## src/rtl/xdma_read_mux_pkg.sv

```systemverilog
// Shared types and helpers for the XDMA read-data multiplexer.
package xdma_read_mux_pkg;

    typedef enum logic {
        IDLE   = 1'b0,
        LOCKED = 1'b1
    } mux_state_e;

    // Index width for N inputs; never narrower than one bit.
    function automatic int unsigned calc_log_n(input int unsigned n);
        return (n > 1) ? $clog2(n) : 1;
    endfunction

endpackage

```

## src/rtl/xdma_rr_arbiter.sv

```systemverilog
// Combinational round-robin pick: first valid input at or above i_ptr, wrapping at N_INP-1.
module xdma_rr_arbiter
    import xdma_read_mux_pkg::*;
#(
    parameter int unsigned N_INP     = 32'd2,
    parameter int unsigned LOG_N_INP = calc_log_n(N_INP)
) (
    input  logic [N_INP-1:0]     i_valid,
    input  logic [LOG_N_INP-1:0] i_ptr,
    output logic [N_INP-1:0]     o_grant,
    output logic [LOG_N_INP-1:0] o_idx
);

    always_comb begin
        int unsigned j;
        logic        found;
        j       = 0;
        found   = 1'b0;
        o_grant = '0;
        o_idx   = '0;
        // Modulo walk keeps non-power-of-2 N_INP wrapping at N_INP-1.
        for (int unsigned k = 0; k < N_INP; k++) begin
            j = (int'(i_ptr) + k) % N_INP;
            if (!found && i_valid[j]) begin
                found      = 1'b1;
                o_grant[j] = 1'b1;
                o_idx      = LOG_N_INP'(j);
            end
        end
    end

endmodule

```

## src/rtl/xdma_read_mux.sv

```systemverilog
// Burst-locked round-robin merge of N_INP read-data streams into one registered output.
// Optional completed-burst counter on burst_cnt_o when XDMA_READ_MUX_STATS_EN is defined.
module xdma_read_mux
    import xdma_read_mux_pkg::*;
#(
    parameter int unsigned N_INP     = 32'd2,
    parameter type         data_t    = logic,
    parameter int unsigned LOG_N_INP = calc_log_n(N_INP),
    parameter type         sel_t     = logic [LOG_N_INP-1:0],
    parameter int unsigned CNT_W     = 32'd32
) (
    input  logic                    clk_i,
    input  logic                    rst_ni,
`ifdef XDMA_READ_MUX_STATS_EN
    output logic [CNT_W-1:0]        burst_cnt_o,
`endif
    input  data_t [N_INP-1:0]       inp_data_i,
    input  logic  [N_INP-1:0]       inp_last_i,
    input  logic  [N_INP-1:0]       inp_valid_i,
    output logic  [N_INP-1:0]       inp_ready_o,
    output data_t                   oup_data_o,
    output logic                    oup_last_o,
    output sel_t                    oup_idx_o,
    output logic                    oup_valid_o,
    input  logic                    oup_ready_i
);

    mux_state_e         r_state;
    sel_t               r_rr_ptr;
    sel_t               r_lock_idx;

    logic [N_INP-1:0]   w_arb_grant;
    sel_t               w_arb_idx;
    logic [N_INP-1:0]   w_grant;
    sel_t               w_idx;
    sel_t               w_next_ptr;
    logic               w_accept;
    logic               w_hs;
    logic               w_last;

    xdma_rr_arbiter #(
        .N_INP     (N_INP),
        .LOG_N_INP (LOG_N_INP)
    ) u_arb (
        .i_valid (inp_valid_i),
        .i_ptr   (r_rr_ptr),
        .o_grant (w_arb_grant),
        .o_idx   (w_arb_idx)
    );

    // While locked only the owning input may proceed, valid or not.
    always_comb begin
        w_grant = '0;
        w_idx   = w_arb_idx;
        if (r_state == LOCKED) begin
            w_grant[r_lock_idx] = 1'b1;
            w_idx               = r_lock_idx;
        end else begin
            w_grant = w_arb_grant;
        end
    end

    assign w_accept    = !oup_valid_o || oup_ready_i;
    assign inp_ready_o = w_grant & {N_INP{w_accept}};
    assign w_hs        = |(inp_ready_o & inp_valid_i);
    assign w_last      = inp_last_i[w_idx];
    assign w_next_ptr  = (w_idx == sel_t'(N_INP - 1)) ? '0 : w_idx + sel_t'(1);

    always_ff @(posedge clk_i or negedge rst_ni) begin
        if (!rst_ni) begin
            r_state    <= IDLE;
            r_rr_ptr   <= '0;
            r_lock_idx <= '0;
        end else if (w_hs) begin
            if (w_last) begin
                r_state  <= IDLE;
                r_rr_ptr <= w_next_ptr;
            end else if (r_state == IDLE) begin
                r_state    <= LOCKED;
                r_lock_idx <= w_idx;
            end
        end
    end

    always_ff @(posedge clk_i or negedge rst_ni) begin
        if (!rst_ni) begin
            oup_valid_o <= 1'b0;
            oup_data_o  <= '0;
            oup_last_o  <= 1'b0;
            oup_idx_o   <= '0;
        end else if (w_hs) begin
            oup_valid_o <= 1'b1;
            oup_data_o  <= inp_data_i[w_idx];
            oup_last_o  <= w_last;
            oup_idx_o   <= w_idx;
        end else if (oup_ready_i) begin
            oup_valid_o <= 1'b0;
        end
    end

`ifdef XDMA_READ_MUX_STATS_EN
    logic [CNT_W-1:0] r_burst_cnt;

    always_ff @(posedge clk_i or negedge rst_ni) begin
        if (!rst_ni)
            r_burst_cnt <= '0;
        else if (w_hs && w_last)
            r_burst_cnt <= r_burst_cnt + CNT_W'(1);
    end

    assign burst_cnt_o = r_burst_cnt;
`endif

`ifndef SYNTHESIS
    a_ready_onehot: assert property (@(posedge clk_i) disable iff (!rst_ni)
        $onehot0(inp_ready_o));

    for (genvar gi = 0; gi < N_INP; gi++) begin : g_proto
        a_hold: assert property (@(posedge clk_i) disable iff (!rst_ni)
            inp_valid_i[gi] && !inp_ready_o[gi] |=>
            inp_valid_i[gi] && $stable(inp_data_i[gi]) && $stable(inp_last_i[gi]));
    end
`endif

endmodule
```

## config.mk

```make
export PLATFORM = sky130hd
export DESIGN_NAME = xdma_read_mux
export DESIGN_NICKNAME = d
export VERILOG_FILES = /design/src/rtl/xdma_read_mux_pkg.sv /design/src/rtl/xdma_rr_arbiter.sv /design/src/rtl/xdma_read_mux.sv
export SDC_FILE = /design/constraint.sdc
export NUM_CORES = 1
export LEC_CHECK = 0
export CAP_MARGIN = 20
export CELL_PAD_IN_SITES_DETAIL_PLACEMENT = 2
export CELL_PAD_IN_SITES_GLOBAL_PLACEMENT = 2
export CORE_UTILIZATION = 23
export DETAILED_ROUTE_END_ITERATION = 6
export PLACE_DENSITY = 0.7
export SLEW_MARGIN = 30
export SYNTH_ARGS = -nofsm -noshare
export SYNTH_HDL_FRONTEND = slang
export SYNTH_SLANG_ARGS = --single-unit
```

## constraint.sdc

```tcl
create_clock -name clk_i -period 2 [get_ports clk_i]
set_clock_uncertainty 0.1 [all_clocks]
set_input_delay 0.3 -clock clk_i [delete_from_list [all_inputs] [get_ports clk_i]]
set_output_delay 0.3 -clock clk_i [all_outputs]
set_load 0.02 [all_outputs]
```

# == Word-level counts from Yosys, hierarchy flattened ==
# Index checks and enable logic that the tools add are counted.
# totals
n_memories,0
reg_bits,7
elab_cells,57
inputBits,9
out_inout_bits,6
ramBits,0
romBits,0
latchBits,0
# op_classes
n_shift,0
eq_ne,0
n_mux,25
addsub,2
magnitude_cmp,7
n_bitwise,5
reduce_logical,11
multipliers,0
div,0
# op_table
operator,count
$mux 1,19
$lt 1x2->1 const B,4
$mux 2,3
$and 2x2->2,2
$logic_and 1x1->1,4
$demux 1 s1,3
$ge 1x1->1 const B,3
$reduce_and 3->1,1
$add 1x1->1 const B,2
$logic_not 1->1,2
$not 1->1,2
$or 2x2->2,1
$reduce_and 2->1,1
$reduce_bool 2->1,1
$reduce_or 2->1,1
$logic_or 1x1->1,1

# == Depth between registers and ports, before layout ==
# depth
word_depth,12
mapped_depth,5
ltp_nobuf,4

# == Hierarchy ==
# A second synthesis with hierarchy kept.
# unflattened
hier_cells,42
hier_area_um2,445.4
# by_module_without_submodules
module,cells_each,area_each_um2,seq_area_each_um2,n_inst
xdma_read_mux,38,415.4,175.2,1
xdma_rr_arbiter,4,30.0,0.0,1

# == Worst setup path before layout ==
# Ideal clock, no wire load.
# synth_timing
path_type,register to register
from,reg oup_valid_o
to,reg r_state
period_less_slack_ps,1567
required_ps,1775
arrival_ps,1343
setup_time_ps,125
stages_incl_launch_ff,4
slack_ps,433
path_buffers,0
path_cell_list,dfrtp_1 -> and2b_1 -> a211oi_4 -> mux2_2
# synth_via
elab_chain_cells,5
# synth_rtl
item,line_no,rtl
from (decl),xdma_read_mux.sv:24,"output logic oup_valid_o,"
from (signal assigned),xdma_read_mux.sv:87,oup_valid_o <= 1'b0;
from (signal assigned),xdma_read_mux.sv:92,oup_valid_o <= 1'b1;
from (signal assigned),xdma_read_mux.sv:97,oup_valid_o <= 1'b0;
$logic_not 1->1,xdma_read_mux.sv:63,assign w_accept = !oup_valid_o || oup_ready_i;
$logic_or 1x1->1,xdma_read_mux.sv:63,
$and 2x2->2,xdma_read_mux.sv:64,assign inp_ready_o = w_grant & {N_INP{w_accept}};
$and 2x2->2,xdma_read_mux.sv:65,assign w_hs = |(inp_ready_o & inp_valid_i);
$reduce_or 2->1,xdma_read_mux.sv:65,
to (signal assigned),xdma_read_mux.sv:71,r_state <= IDLE;
to (signal assigned),xdma_read_mux.sv:76,r_state <= IDLE;
to (signal assigned),xdma_read_mux.sv:79,r_state <= LOCKED;
to (decl),xdma_read_mux.sv:28,mux_state_e r_state;
# Every way passes these cells.
# A chain may end at the register's enable or synchronous reset.

# == Final worst setup path ==
# layout_timing
from,in inp_valid_i[1]
to,out inp_ready_o[1]
# layout_via
elab_chain_cells,8
elab_cells_between_ends,12
classes_between,mux (8); bitwise (2); reduce/logical (2)
# layout_rtl
item,line_no,rtl
from (decl),xdma_read_mux.sv:19,"input logic [N_INP-1:0] inp_valid_i,"
$mux 1 (not written as such) (2 in series),xdma_rr_arbiter.sv:24,if (!found && i_valid[j]) begin
$mux 1,xdma_rr_arbiter.sv:24,
$logic_not 1->1,xdma_rr_arbiter.sv:24,
$logic_and 1x1->1,xdma_rr_arbiter.sv:24,
$mux 2 *,xdma_rr_arbiter.sv:24,
$mux 2 *,xdma_read_mux.sv:55,if (r_state == LOCKED) begin
$and 2x2->2 *,xdma_read_mux.sv:64,
to (decl),xdma_read_mux.sv:20,"output logic [N_INP-1:0] inp_ready_o,"
# Mark *: on every way between the ends. The rest lies on a longest branch, timed or not. The select of a mux whose other input is x is not followed.

==> reports/results.tsv <==
metric	value	unit
Placed Instances	73	
Num CTS Buffers	3	
RSZ-0062 raised after global routing	no	
top post-synthesis cells by count	dfrtp_1 (7), nor2_1 (7), a21oi_1 (4), mux2i_1 (3), nand2b_1 (2)	
Sink Count	7	
post-DP HPWL	936	microns
Yosys reg bits	7	
Die ar.	1880	sq um
Largest stage delay, worst path	530	ps
Tmin final	1880	ps
FFs w/ async S/R, synth	100	%
share of cells above drive strength 1	21.3	%
clock-pin slew on the worst setup and hold paths	50	ps
Max FO, Critical Path	4	
1st-iter DRT viols	5	
# IOs	15	
nets	71	
first-pass GRT wire length	2.04	mm
routed wire length	1.16	mm
Die Ht	43.3	microns
ys flop type	dfrtp_1	
post-synthesis cell type count	20	
fin worst setup slack	117	ps
RePlAce Congestion	0.818	
Yosys Warn Count	0	
Avg Inst Size Synth	10.3	sq um
CTS tree	done	
Slew @ Worst Pin	328	ps
Setup TNS	0	ps
cells along the critical path	clkdlybuf4s50_1 -> nor2b_1 -> a22oi_2 -> nor2_1 -> clkdlybuf4s15_1	
final hold vios	0	
port bufs	14	
Root Driver	clkbuf_4	
total area of sequential cells	175	sq um
reg-to-reg startpoint	r_rr_ptr	
Hold Path Class	primary input to asynchronous set/reset pin	
Die W	43.3	microns
Slew HR	77.5	%
crit path launch type	primary input	
area leader, netlist	dfrtp_1	
area of the multi-input gates	213	sq um
R2R Path End	r_state	
met3 Use GR	2.50	%
f_max	0.531	GHz
CORE AREA	1560	sq um
busiest layer in global routing	met2	
reg2reg path depth	5	
DR WL/cell	15.0	microns
H-tree levels	1	
Crit Path Class	primary input to output pin	
# DRC	2	
PwrDens	1530	nW/um^2
Slew Viols, Final	0	
fin crit share	94.2	%
Tot Pwr	946	uW
Initial Utilization	25.2	%
hold_buf cts	0	
Post-Syn Instances	38	
synthesized cell area	393	sq um
failing checks	design-rule violations	
sequential share of the synthesized area	44.6	%
Synth top area share	44.6	%
Vias	382	
Routed Antenna Nets	0	
Area Overhead vs Synth	57.3	%
Worst EP arrival	1480	ps
vias in the first global route	429	
required time worst endpoint	1600	ps
Syn Nets	47	
Ant. Diodes	0	
Finished Layout Cells	77	
met1 Usage GRT	18.4	%
final setup vio count	0	
gr usage total	15.3	%
slowest CP cell	clkdlybuf4s50_1	
maxcap violations	0	
initial antenna violation count	0	
fillcell total	175	
average via count per standard cell	4.96	
Rows	14	
Area contributors post-synth	dfrtp_1 (45%), mux2i_1 (7.6%), nor2_1 (6.7%), a211oi_4 (5.1%), a21oi_1 (5.1%)	
met2 usage	26.4	%
CP Capture Type	output pin	
Clock Tree Buf Depth	2	
VDD IR max	513	uV
aggregate global routing overflow	0	
worst reg-to-reg setup slack	420	ps
largest net degree at the start of global routing	8	
Post-synth EDFFs	0	
status	finished, violations left	
Detailed Routing Iterations Pass 1	5	
Clock Latency Late Sink	250	ps
dpl ws	-193	ps
Lkg Pwr	0.268	nW
-- final cells by class --
type	count	area share (%)
flip-flops and latches	7	28.3
multi-input cells	30	34.4
repair buffers	20	29.8
clock buffers	4	4.25
well taps	16	3.24
-- timing repair --
| action | CTS | global route |
|---|---|---|
| pin swaps | 0 | 0 |
| gates resized for setup | 2 | 1 |
| setup endpoints to repair | 2 | 1 |
| buffers inserted | 0 | 0 |
-- worst max-delay path by stage --
stage                         startpoint  slack [ps]              to  depth (start not counted)
after CTS                 inp_valid_i[1]          80  inp_ready_o[1]                          5
after global placement    inp_valid_i[1]        -150  inp_ready_o[1]                          5
after floorplan              oup_valid_o         430         r_state                          3
final                     inp_valid_i[1]         120  inp_ready_o[1]                          5
after detailed placement  inp_valid_i[1]        -190  inp_ready_o[1]                          5
after global routing      inp_valid_i[1]          30  inp_ready_o[1]                          5
-- kinds of logic after synthesis --
family	Yosys count	synth area share, %
buffers and inverters	1	1.27
DFF	7	44.6
and+or+nand+nor	16	21.7
AOI/OAI and AO/OA	10	22.0
muxes	4	10.5
-- stage by stage --
stage / util (%) / instance area (sq um) / hold slack, ps
final: 39.6 / 618 / 203
after global routing: 39.6 / 618 / 214
after CTS: 39.6 / 617 / 211
after detailed placement: 38.0 / 593 / 391
after global placement: 38.0 / 593 / 390
after floorplan: - / 393 / -95.6
-- where the power goes --
group / total [mW] / switching, mW / internal [mW]
clock network: 0.131 / 0.0543 / 0.0763
logic: 0.538 / 0.257 / 0.281
registers: 0.278 / 0.0683 / 0.209
-- critical path, delay by kind of cell --
family | cells | cell delay, ps
AOI/OAI and AO/OA | 1 | 70
buffers and inverters | 2 | 840
and+or+nand+nor | 2 | 280
-- metal layers --
| metal | vias to the layer above | wire, microns |
|---|---|---|
| li1 | 182 | - |
| met1 | 189 | 482 |
| met2 | 9 | 624 |
| met3 | 2 | 33 |
| met4 | 0 | 14 |
| met5 | - | 0 |
-- sequential cells by signal (all words and copies together) (netlist names) --
name	count
r_lock_idx	1
oup_last_o	1
oup_data_o	1
r_rr_ptr	1
r_state	1
oup_valid_o	1
oup_idx_o	1
-- placed cells by master, fill, tap and decap left out --
master	n
clkdlybuf4s50_1	12
nor2_1	7
dfrtp_1	7
buf_4	6
a21oi_1	4
mux2i_1	3
clkbuf_4	3
nand2b_1	2
and2b_1	1
nor2b_1	1
a22oi_2	1
nand2_1	1
nand3b_1	1
o211a_1	1
a211oi_4	1
or2_1	1
mux2_2	1
nor2b_2	1
a221o_1	1
nor4_1	1
o41ai_1	1
o21ai_1	1
clkbuf_1	1
clkdlybuf4s15_1	1
dlygate4sd2_1	1
Power figures use the tool's default switching activity.
